===== src/rtl/sys_rr_arbiter_pkg.sv =====
// Shared scalar types and arbiter-specific types for lib_sys.

package sys_pkg_type;
    typedef logic [7:0]  u8;
    typedef logic [31:0] u32;
endpackage

package sys_pkg_arb;
    typedef enum logic {ARB_EMPTY = 1'b0, ARB_FULL = 1'b1} arb_state_t;
    localparam int ARB_MAX_REQ = 16;
endpackage


===== src/rtl/sys_rr_arbiter_pick.sv =====
// Combinational round-robin picker: lowest requester strictly above ptr wins,
// wrapping to the lowest requester overall when none sits above ptr.

module sys_rr_pick
    import sys_pkg_arb::*;
#(
    parameter int N_REQ = 4,
    parameter int PTR_W = $clog2(N_REQ)
) (
    input  logic [N_REQ-1:0] req,
    input  logic [PTR_W-1:0] ptr,
    output logic [N_REQ-1:0] grant,
    output logic [PTR_W-1:0] grant_idx,
    output logic             any_valid
);

    logic [N_REQ-1:0]   mask;
    logic [2*N_REQ-1:0] dbl;
    logic               found;

    // Lower half holds requests above ptr, upper half the full vector, so a single
    // low-to-high priority scan yields the wrapped round-robin winner.
    always_comb begin
        mask      = '0;
        grant     = '0;
        grant_idx = '0;
        found     = 1'b0;
        for (int i = 0; i < N_REQ; i++) begin
            mask[i] = (i > int'(ptr));
        end
        dbl = {req, req & mask};
        for (int j = 0; j < 2 * N_REQ; j++) begin
            if (!found && dbl[j]) begin
                found     = 1'b1;
                grant_idx = PTR_W'(j % N_REQ);
            end
        end
        if (found) begin
            grant[grant_idx] = 1'b1;
        end
        any_valid = |req;
    end

endmodule


===== src/rtl/sys_rr_arbiter.sv =====
// N-input round-robin arbiter with valid/ready handshakes, a single registered
// output stage and a free-running accepted-beat counter.

module sys_rr_arbiter
    import sys_pkg_type::*;
    import sys_pkg_arb::*;
#(
    parameter int N_REQ  = 4,
    parameter int DATA_W = 32
) (
    input  logic                    clk,
    input  logic                    rst_n,
    input  logic [N_REQ-1:0]        req_valid,
    input  logic [N_REQ*DATA_W-1:0] req_data,
    output logic [N_REQ-1:0]        req_ready,
    output logic                    out_valid,
    output logic [DATA_W-1:0]       out_data,
    output u8                       out_idx,
    input  logic                    out_ready,
    output u32                      grant_cnt
);

    localparam int PTR_W = (N_REQ > 1) ? $clog2(N_REQ) : 1;

    if (N_REQ < 2 || N_REQ > ARB_MAX_REQ || DATA_W < 1) begin : g_param_check
        $error("sys_rr_arbiter: N_REQ must be 2..16 and DATA_W >= 1");
    end

    arb_state_t       state_p0;
    logic [PTR_W-1:0] ptr_p0;
    u32               cnt_p0;

    logic [N_REQ-1:0]  pick_grant;
    logic [PTR_W-1:0]  pick_idx;
    logic              any_valid;
    logic              stage_free;
    logic              accept;
    logic [DATA_W-1:0] sel_data;

    sys_rr_pick #(
        .N_REQ (N_REQ),
        .PTR_W (PTR_W)
    ) u_pick (
        .req       (req_valid),
        .ptr       (ptr_p0),
        .grant     (pick_grant),
        .grant_idx (pick_idx),
        .any_valid (any_valid)
    );

    assign out_valid  = (state_p0 == ARB_FULL);
    assign stage_free = !out_valid || out_ready;
    assign req_ready  = stage_free ? pick_grant : '0;
    assign accept     = stage_free && any_valid;
    assign sel_data   = req_data[int'(pick_idx)*DATA_W +: DATA_W];
    assign grant_cnt  = cnt_p0;

    // Stage occupancy: refill back-to-back whenever the stage frees and someone asks.
    always_ff @(posedge clk or negedge rst_n) begin
        if (!rst_n) begin
            state_p0 <= ARB_EMPTY;
        end else if (stage_free) begin
            state_p0 <= any_valid ? ARB_FULL : ARB_EMPTY;
        end
    end

    // ---- output stage p0: capture granted payload, source index and new priority pointer
    always_ff @(posedge clk or negedge rst_n) begin
        if (!rst_n) begin
            out_data <= '0;
            out_idx  <= '0;
            ptr_p0   <= PTR_W'(N_REQ - 1);
        end else if (accept) begin
            out_data <= sel_data;
            out_idx  <= u8'(pick_idx);
            ptr_p0   <= pick_idx;
        end
    end

    // Accepted-beat counter, wraps silently.
    always_ff @(posedge clk or negedge rst_n) begin
        if (!rst_n) begin
            cnt_p0 <= '0;
        end else if (accept) begin
            cnt_p0 <= cnt_p0 + 32'd1;
        end
    end

endmodule


===== config.mk =====
export PLATFORM = sky130hd
export DESIGN_NAME = sys_rr_arbiter
export DESIGN_NICKNAME = d
export VERILOG_FILES = /design/src/rtl/sys_rr_arbiter_pkg.sv /design/src/rtl/sys_rr_arbiter_pick.sv /design/src/rtl/sys_rr_arbiter.sv
export SDC_FILE = /design/constraint.sdc
export NUM_CORES = 1
export LEC_CHECK = 0
export CAP_MARGIN = 20
export CORE_MARGIN = 3
export CORE_UTILIZATION = 35
export DETAILED_ROUTE_END_ITERATION = 7
export PLACE_DENSITY = 0.78
export SLEW_MARGIN = 20
export SYNTH_ARGS = -nofsm -noshare
export SYNTH_HDL_FRONTEND = slang
export SYNTH_SLANG_ARGS = --single-unit

===== constraint.sdc =====
create_clock -name clk -period 2.1 [get_ports clk]
set_input_delay 0.42 -clock clk [delete_from_list [all_inputs] [get_ports clk]]
set_output_delay 0.42 -clock clk [all_outputs]
set_load 0.01 [all_outputs]

==> results of run 1 <==
-- sequential cells by signal (all words and copies together), names as in the netlist --
signal,cells
grant_cnt,32
out_data,32
out_idx,2
ptr_p0,2
out_valid,1
-- cells in the mapped netlist (4+ instances only) --
cell type	number
sky130_fd_sc_hd__dfrtp_1	67
sky130_fd_sc_hd__nand2_1	47
sky130_fd_sc_hd__nor2_1	43
sky130_fd_sc_hd__a222oi_1	32
sky130_fd_sc_hd__a31oi_1	32
sky130_fd_sc_hd__xnor2_1	24
sky130_fd_sc_hd__nand3_1	17
sky130_fd_sc_hd__clkbuf_8	15
sky130_fd_sc_hd__xor2_1	7
sky130_fd_sc_hd__buf_4	6
sky130_fd_sc_hd__nand4_1	6
sky130_fd_sc_hd__and2_1	5
sky130_fd_sc_hd__and3_1	5
sky130_fd_sc_hd__and4_1	5
sky130_fd_sc_hd__buf_8	5
sky130_fd_sc_hd__inv_1	5
sky130_fd_sc_hd__nor3_1	4
-- path summary, 6_finish.rpt --
kind | startpoint | end | cells past startpoint
worst min register to register | grant_cnt[31]$_DFFE_PN0P_ | grant_cnt[31]$_DFFE_PN0P_ | 1
max in group asynchronous | rst_n | out_data[23]$_DFFE_PN0P_ | 2
worst max register to register | ptr_p0[0]$_DFFE_PN1P_ | out_data[29]$_DFFE_PN0P_ | 7
worst max-delay path | ptr_p0[0]$_DFFE_PN1P_ | req_ready[1] | 5
min in group clk | grant_cnt[31]$_DFFE_PN0P_ | grant_cnt[31]$_DFFE_PN0P_ | 1
worst min-delay path | rst_n | grant_cnt[30]$_DFFE_PN0P_ | 1
-- through the flow --
step / setup TNS (ns) / power, uW
after detailed placement: -17.47 / 3370
final: 0 / 4380
after CTS: -0.00175 / 4380
after global placement: -14.91 / 3320
after floorplan: -0.0220 / 2520
after global routing: -0.213 / 4640
-- per-layer routing --
metal	up-vias	share of wire, %	global-route usage, %
met5	-	0	0
met4	0	1.5	6.32
met3	15	8.4	4.11
li1	1774	-	-
met2	162	51	32.9
met1	1853	39	23.0
-- worst register-to-register path: cells and delay by family, from the launching register on --
| family | cells | cell delay (ns) |
|---|---|---|
| AO/OA/AOI/OAI | 3 | 0.80 |
| flip-flops | 1 | 0.59 |
| buffers and inverters | 2 | 0.28 |
| AND/OR/NAND/NOR | 2 | 0.24 |
-- layout make-up --
class	instances	area, sq um	area share (%)
timing repair buffer	233	2280	37.4
clock inverter	5	36.3	0.596
inverter	5	18.8	0.308
multi-input combinational	264	1710	28.1
tap	136	170	2.79
clock buffer	11	141	2.32
sequential	69	1730	28.4
-- where the power goes --
part / switching [uW] / internal, uW / leakage, uW / total [uW]
clock: 517 / 461 / 0.0000815 / 979
sequential: 177 / 1550 / 0.000843 / 1730
combinational: 730 / 944 / 0.00158 / 1670
total: 1420 / 2960 / 0.00250 / 4380
-- what timing repair did --
item	4_1_cts	5_1_grt
pin swaps	3	19
cloned	0	2
gates resized for setup	25	7
hold buffers	0	0
endpoints found under the setup margin	30	29
setup buffers	2	2
-- cell families (layout without fill, tap and decap cells) --
kind of cell | count (synthesis) | after routing | synth area share, %
AO/OA/AOI/OAI | 80 | 80 | 16.8
buffers and inverters | 39 | 254 | 11.2
adder cells (fa/ha/maj) | 1 | 1 | 0.331
flip-flops | 69 | 69 | 45.8
other | 1 | 6 | 0.0993
XOR/XNOR | 31 | 31 | 7.19
AND/OR/NAND/NOR | 144 | 146 | 18.6
==> impl_metrics.tcl, run 1 <==
set metrics [dict create \
    ys_async_sr_fraction_pct 100 \
    layout.cells.most_common_list "sky130_fd_sc_hd__clkdlybuf4s50_1, sky130_fd_sc_hd__dfrtp_1, sky130_fd_sc_hd__nand2_1" \
    power_density_nw_per_um2 719 \
    hold_class "in2async" \
    initial_antenna_violation_count 0 \
    critPathBufInv 2 \
    area_delta_synth_final_pct 61.3 \
    layout.cells.most_common "sky130_fd_sc_hd__clkdlybuf4s50_1" \
    worst_setup_path_start_kind "flip-flop" \
    drc_errors 0 \
    final-instance-count-excl-fill 723 \
    grt_start_max_net_pins 54 \
    insertedDiodeCount 0 \
    register_bit_total_from_synthesis 69 \
    detail_route.iter0.violations 406 \
    maxSlewViolCount 0 \
    first_global_vias 3596 \
    slowest_stage "sky130_fd_sc_hd__dfstp_2" \
    finalWorstSetupSlack_ns 0.00687 \
    fraction_of_final_layout_cells_sized_beyond_drive_strength_1_pct 11.8 \
    gr-total-overflow 0 \
    numPlacedInstances 701 \
    tightestPinTransition_ns 0.565 \
    crit_path_max_fanout 5 \
    cts-htree-levels 3 \
    hpwl_microns 9330 \
    class_of_the_most_critical_setup_path "reg2out" \
    groute.usage.overall_pct 18.9 \
    cts_tree "done" \
    globalplace.congestion 0.822 \
    fin_crit_sh_pct 99.7 \
    maxSlewHeadroom_pct 62.4 \
    dpl_cell_area_sq_um 5840 \
    crit_required_ns 1.68 \
    synth_edf_count 0 \
    final_util_pct 58.5 \
    yosysTopAreaCell "sky130_fd_sc_hd__dfrtp_1" \
    dieHeight_microns 110 \
    layout_fillers 918 \
    core.rowCount 37 \
    clock-sinks 69 \
    worstSkewPairLatency_ns 0.33 \
    drt_wl_total_microns 12700 \
    synthesis.area_per_instance_sq_um 10.3 \
    drt-wirelength-per-cell_microns 17.5 \
    endpoint_kind "primary output" \
    cts_root_buf "sky130_fd_sc_hd__clkbuf_8" \
    power_leakage_uw 0.00250 \
    cp_cell_instances "buf_6, nor2_2, a311o_1, and3_4, buf_6" \
    max_clock_freq_ghz 0.478 \
    cts_max_path_buffers 2 \
    syn-cell-area_sq_um 3780 \
    pre_cts_ws_ns -0.582 \
    whs_ns 0.0697 \
    numCtsBuffers 9 \
    design.portCount 212 \
    critical_path.most_common_cell "sky130_fd_sc_hd__buf_6" \
    fp.dieW_microns 110 \
    synth_ff_type "sky130_fd_sc_hd__dfrtp_1" \
    ys_warns 0 \
    drv.max_cap_violation_count 0 \
    portBuffers 205 \
    synth_cell_type_count 45 \
    worst_clock_skew_ns 0.0120 \
    crit_family "flip-flops" \
    clk_pin_slew_worst_paths_ns 0.08 \
    grt_setup_unrepaired "true" \
    drt_pass1_iterations 8 \
    arrival_time_of_the_worst_setup_path_ns 1.67 \
    via_per_instance_ratio 5.26 \
    ant_nets 0 \
    synth_top_area_share_pct 44.4 \
    critPathMaxStageDelay_ns 0.59 \
    setup_viol 0 \
    route.vias.total 3804 \
    nets 718 \
    global_route_wire_length_before_repair_microns 18000 \
    post_route_standard_cell_area_excluding_fillers_sq_um 6090 \
    synthesis.instances 365 \
    status "completed" \
    start_util_pct 36.3 \
    fin_crit_ns 2.09 \
    design.die.area_sq_um 12100 \
    core_sq_um 10400 \
    timing.final.hold_violations 0 \
    vdd.ir_drop.worst_mv 0.479 \
    yosysSeqAreaShare_pct 45.8 \
    r2r_slack_ns 0.05 \
    synth.top_cells.by_area "sky130_fd_sc_hd__dfrtp_1, sky130_fd_sc_hd__a222oi_1, sky130_fd_sc_hd__xnor2_1" \
]
(Power assumes the default switching activity.)
==> run 2: changes to the inputs <==
--- a/config.mk
+++ b/config.mk
@@ -6,8 +6,9 @@
 export NUM_CORES = 1
 export LEC_CHECK = 0
 export CAP_MARGIN = 20
-export CORE_MARGIN = 3
+export CORE_MARGIN = 1
 export CORE_UTILIZATION = 35
+export CTS_CLUSTER_SIZE = 28
 export DETAILED_ROUTE_END_ITERATION = 7
 export PLACE_DENSITY = 0.78
 export SLEW_MARGIN = 20
==> impl_metrics.tcl, run 2 (same netlist as run 1, synthesis figures left out) <==
set metrics [dict create \
    power.total_uw 4320 \
    worstReg2RegStart "grant_cnt[2]$_DFFE_PN0P_" \
    design.portCount 212 \
    clock_power_share_pct 22.8 \
    class_of_the_most_critical_setup_path "in2out" \
    fin_crit_ns 2.08 \
    cts_max_path_buffers 2 \
    groute.usage.overall_pct 20.0 \
    global_route_wire_length_before_repair_microns 17600 \
    route.vias.total 3706 \
    arrival_time_of_the_worst_setup_path_ns 1.66 \
    numPlacedInstances 700 \
    ant_nets 0 \
    area_delta_synth_final_pct 59.6 \
    max_clock_freq_ghz 0.481 \
    initial_antenna_violation_count 0 \
    pre_cts_ws_ns -0.536 \
    tightestPinTransition_ns 0.685 \
    endpoint_kind "primary output" \
    start_util_pct 36.4 \
    cts_hold_repair.buffers 0 \
    maxSlewHeadroom_pct 54.3 \
    power_leakage_uw 0.00246 \
    fin_crit_sh_pct 99.1 \
    r2r_slack_ns 0.12 \
    power_density_nw_per_um2 717 \
    numCtsBuffers 9 \
    grt_setup_unrepaired "true" \
    setup_viol 0 \
    crit_required_ns 1.68 \
    nets 715 \
    drv.max_cap_violation_count 0 \
    cts-htree-levels 3 \
    layout.cells.most_common "sky130_fd_sc_hd__clkdlybuf4s50_1" \
    maxSlewViolCount 0 \
    layout.cells.most_common_list "sky130_fd_sc_hd__clkdlybuf4s50_1, sky130_fd_sc_hd__dfrtp_1, sky130_fd_sc_hd__nand2_1" \
    core.rowCount 37 \
    status "completed" \
    hold_class "in2async" \
    core_sq_um 10400 \
    drt-wirelength-per-cell_microns 15.8 \
    timing.final.hold_violations 0 \
    fraction_of_final_layout_cells_sized_beyond_drive_strength_1_pct 11.0 \
    cell_internal_pwr_uw 2940 \
    cts_root_buf "sky130_fd_sc_hd__clkbuf_8" \
    clk_pin_slew_worst_paths_ns 0.08 \
    power.switching_fraction_pct 32.0 \
    finalWorstSetupSlack_ns 0.0191 \
    fp.dieW_microns 106 \
    hpwl_microns 8650 \
    via_per_instance_ratio 5.15 \
    drt_pass1_iterations 8 \
    worstSkewPairLatency_ns 0.35 \
    gr-total-overflow 0 \
    globalplace.congestion 0.829 \
    worst_setup_path_start_kind "primary input" \
    cts_tree "done" \
    pwr-share-seq_pct 39.9 \
    netSwitchingPower_uw 1380 \
    crit_path_max_fanout 4 \
    detail_route.iter0.violations 310 \
    dieHeight_microns 106 \
    grt_start_max_net_pins 53 \
    portBuffers 205 \
    first_global_vias 3552 \
    worst_clock_skew_ns 0.0113 \
    design.die.area_sq_um 11200 \
    vdd.ir_drop.worst_mv 0.351 \
    share_comb_of_total_power_pct 37.4 \
    clock-sinks 69 \
    insertedDiodeCount 0 \
    drt_wl_total_microns 11400 \
    final-instance-count-excl-fill 720 \
    drc_errors 0 \
    worst_r2r_path_depth 5 \
    regToRegEndpoint "grant_cnt[29]$_DFFE_PN0P_" \
]
[run 2: how the worst max path moves through the flow]
stage	from	end	slack, ns	depth (start not counted)
3_5_place_dp	req_valid[1]	req_ready[2]	-0.54	5
5_1_grt	grant_cnt[2]$_DFFE_PN0P_	grant_cnt[29]$_DFFE_PN0P_	-0.07	5
4_1_cts	req_valid[3]	req_ready[1]	0.02	5
6_report	req_valid[1]	req_ready[3]	0.02	6
3_3_place_gp	req_valid[1]	req_ready[0]	-0.53	5
2_1_floorplan	req_valid[1]	req_ready[0]	-0.01	6
[run 2: cell type report]
type / count / area (sq um)
clock inverter: 5 / 36.3
multi-input combinational: 262 / 1670
inverter: 5 / 18.8
fill: 924 / 4340
tap: 136 / 170
timing repair buffer: 232 / 2270
sequential: 69 / 1730
clock buffer: 11 / 141
[run 2: per-layer routing]
layer / GRT usage, % / wire (microns) / up-vias
met5: 0 / 0 / -
met4: 8.13 / 182 / 0
met3: 3.83 / 745 / 14
li1: - / - / 1767
met2: 35.9 / 5890 / 146
met1: 23.3 / 4560 / 1779
[run 2: worst max-delay path, cell delays in order]
cell                            delay, ns
sky130_fd_sc_hd__dlygate4sd2_1       0.24
sky130_fd_sc_hd__or4_4               0.53
sky130_fd_sc_hd__buf_4               0.16
sky130_fd_sc_hd__nand2_1             0.09
sky130_fd_sc_hd__nor3_1              0.06
sky130_fd_sc_hd__buf_2               0.16
[run 2: metrics by stage]
step | util (%) | setup TNS [ns] | hold slack (ns) | cell area, sq um
3_3_place_gp | 56.1 | -14.17 | 0.466 | 5820
5_1_grt | 58.1 | -0.276 | 0.148 | 6030
6_report | 58.1 | 0 | 0.0976 | 6030
3_5_place_dp | 56.1 | -15.62 | 0.471 | 5820
4_1_cts | 57.7 | 0 | 0.113 | 5980
2_1_floorplan | - | -0.0220 | 0.124 | 3810
[run 2: power groups by stage]
stage	Combinational, uW	Sequential, uW	Clock [uW]
finish	1620	1720	984
global route	1740	1750	1060
CTS	1600	1730	1020
detailed placement	1600	1750	0
global placement	1560	1750	0
floorplan	703	1820	0
[run 2: repair_timing]
action / in CTS / in global routing
gates resized for setup: 22 / 6
setup endpoints to repair: 5 / 10
setup buffers: 1 / 3
cloned: 0 / 0
pin swaps: 1 / 3
==> run 3: changes to the inputs <==
--- a/config.mk
+++ b/config.mk
@@ -10,6 +10,7 @@
 export CORE_UTILIZATION = 35
 export CTS_CLUSTER_SIZE = 28
 export DETAILED_ROUTE_END_ITERATION = 7
+export MAX_ROUTING_LAYER = met4
 export PLACE_DENSITY = 0.78
 export SLEW_MARGIN = 20
 export SYNTH_ARGS = -nofsm -noshare
==> impl_metrics.tcl, run 3 (same netlist as run 1, synthesis figures left out) <==
set metrics [dict create \
    core_sq_um 10400 \
    worst_r2r_path_depth 5 \
    dpl_cell_area_sq_um 5820 \
    fp.dieW_microns 106 \
    critical_path.endpoint "req_ready[3]" \
    power_density_nw_per_um2 717 \
    power.total_uw 4320 \
    fin_crit_sh_pct 100 \
    route.vias.total 3695 \
    maxSlewViolCount 0 \
    global_route_wire_length_before_repair_microns 17600 \
    portBuffers 205 \
    ant_nets 0 \
    tightestPinTransition_ns 0.685 \
    power_leakage_uw 0.00246 \
    vdd.ir_drop.worst_mv 0.352 \
    maxSlewHeadroom_pct 54.4 \
    cts_root_buf "sky130_fd_sc_hd__clkbuf_8" \
    via_per_instance_ratio 5.13 \
    arrival_time_of_the_worst_setup_path_ns 1.68 \
    layout.cells.most_common "sky130_fd_sc_hd__clkdlybuf4s50_1" \
    gr-total-overflow 0 \
    grt_setup_unrepaired "true" \
    cts_hold_repair.buffers 0 \
    clock-sinks 69 \
    core.rowCount 37 \
    design.portCount 212 \
    drt_wl_total_microns 11400 \
    drt_pass1_iterations 7 \
    groute.usage.overall_pct 20.6 \
    worstSkewPairLatency_ns 0.35 \
    status "finished with violations" \
    endpoint_kind "primary output" \
    initial_antenna_violation_count 0 \
    worst_setup_path_start_kind "flip-flop" \
    violated_checks "negative setup slack" \
    max_clock_freq_ghz 0.476 \
    cts_tree "done" \
    crit_path_max_fanout 6 \
    grt_start_max_net_pins 53 \
    crit_required_ns 1.68 \
    start_util_pct 36.4 \
    layout.cells.most_common_list "sky130_fd_sc_hd__clkdlybuf4s50_1, sky130_fd_sc_hd__dfrtp_1, sky130_fd_sc_hd__nand2_1" \
    regToRegEndpoint "grant_cnt[29]$_DFFE_PN0P_" \
    dieHeight_microns 106 \
    timing.final.hold_violations 0 \
    worstReg2RegStart "grant_cnt[2]$_DFFE_PN0P_" \
    worst_clock_skew_ns 0.0118 \
    post_route_standard_cell_area_excluding_fillers_sq_um 6030 \
    nets 715 \
    hold_class "in2async" \
    setup_viol 1 \
    area_delta_synth_final_pct 59.6 \
    r2r_slack_ns 0.12 \
    class_of_the_most_critical_setup_path "reg2out" \
    drv.max_cap_violation_count 0 \
    worstSetupStartpoint "ptr_p0[0]$_DFFE_PN1P_" \
    design.die.area_sq_um 11200 \
    insertedDiodeCount 0 \
    hpwl_microns 8650 \
    fraction_of_final_layout_cells_sized_beyond_drive_strength_1_pct 11.0 \
    finalWorstSetupSlack_ns -0.000125 \
    drc_errors 0 \
    numCtsBuffers 9 \
    cts-htree-levels 3 \
    drt-wirelength-per-cell_microns 15.8 \
    clk_pin_slew_worst_paths_ns 0.08 \
    detail_route.iter0.violations 344 \
    first_global_vias 3545 \
    cts_max_path_buffers 2 \
    globalplace.congestion 0.842 \
    fin_crit_ns 2.10 \
]
[run 3: area by class of cell]
| class | count | area [sq um] |
|---|---|---|
| Fill cell | 924 | 4340 |
| Tap cell | 136 | 170 |
| Sequential cell | 69 | 1730 |
| Inverter | 5 | 18.8 |
| Clock inverter | 5 | 36.3 |
| Multi-Input combinational cell | 262 | 1670 |
| Clock buffer | 11 | 141 |
| Timing Repair Buffer | 232 | 2270 |
[run 3: worst max-delay path: stages, from the launching register on]
cell and delay [ns]:
sky130_fd_sc_hd__dfstp_2 0.60, sky130_fd_sc_hd__inv_1 0.08, sky130_fd_sc_hd__a221oi_1 0.38, sky130_fd_sc_hd__nor3_1 0.12
sky130_fd_sc_hd__buf_2 0.16
[run 3: worst min path at each step]
| stage | startpoint | to | cells past startpoint |
|---|---|---|---|
| 2_1_floorplan | rst_n | grant_cnt[0]$_DFFE_PN0P_ | 0 |
| 3_3_place_gp | grant_cnt[31]$_DFFE_PN0P_ | grant_cnt[31]$_DFFE_PN0P_ | 1 |
| 3_5_place_dp | grant_cnt[31]$_DFFE_PN0P_ | grant_cnt[31]$_DFFE_PN0P_ | 1 |
| 4_1_cts | rst_n | out_valid$_DFFE_PN0P_ | 1 |
| 5_1_grt | rst_n | out_valid$_DFFE_PN0P_ | 1 |
| 6_report | rst_n | out_valid$_DFFE_PN0P_ | 1 |
[run 3: repair_timing]
| action | in CTS | in global routing |
|---|---|---|
| pin swaps | 1 | 3 |
| hold endpoints to repair | 0 | 0 |
| endpoints found under the setup margin | 5 | 10 |
| gates resized for setup | 22 | 6 |
| buffers inserted | 1 | 3 |
[run 3: metrics by stage]
stage / hold WS [ns] / setup slack, ns / utilization [%] / cells / TNS (ns)
CTS: 0.113 / 0.0156 / 57.7 / 717 / 0
finish: 0.0985 / -0.000125 / 58.1 / 720 / -0.000125
global placement: 0.466 / -0.526 / 56.1 / 700 / -14.17
global route: 0.148 / -0.0734 / 58.1 / 720 / -0.276
detailed placement: 0.471 / -0.536 / 56.1 / 700 / -15.62
floorplan: 0.124 / -0.0110 / - / 370 / -0.0220
[run 3: per-layer routing]
metal	global-route usage [%]	routed length, microns
met1	23.1	4630
met5	-	0
met2	36.0	5870
met3	3.90	720
met4	8.13	193
[run 3: power by group]
part	internal, uW	switching (uW)	total (uW)
clock	463	519	982
combinational	926	690	1620
sequential	1550	175	1730
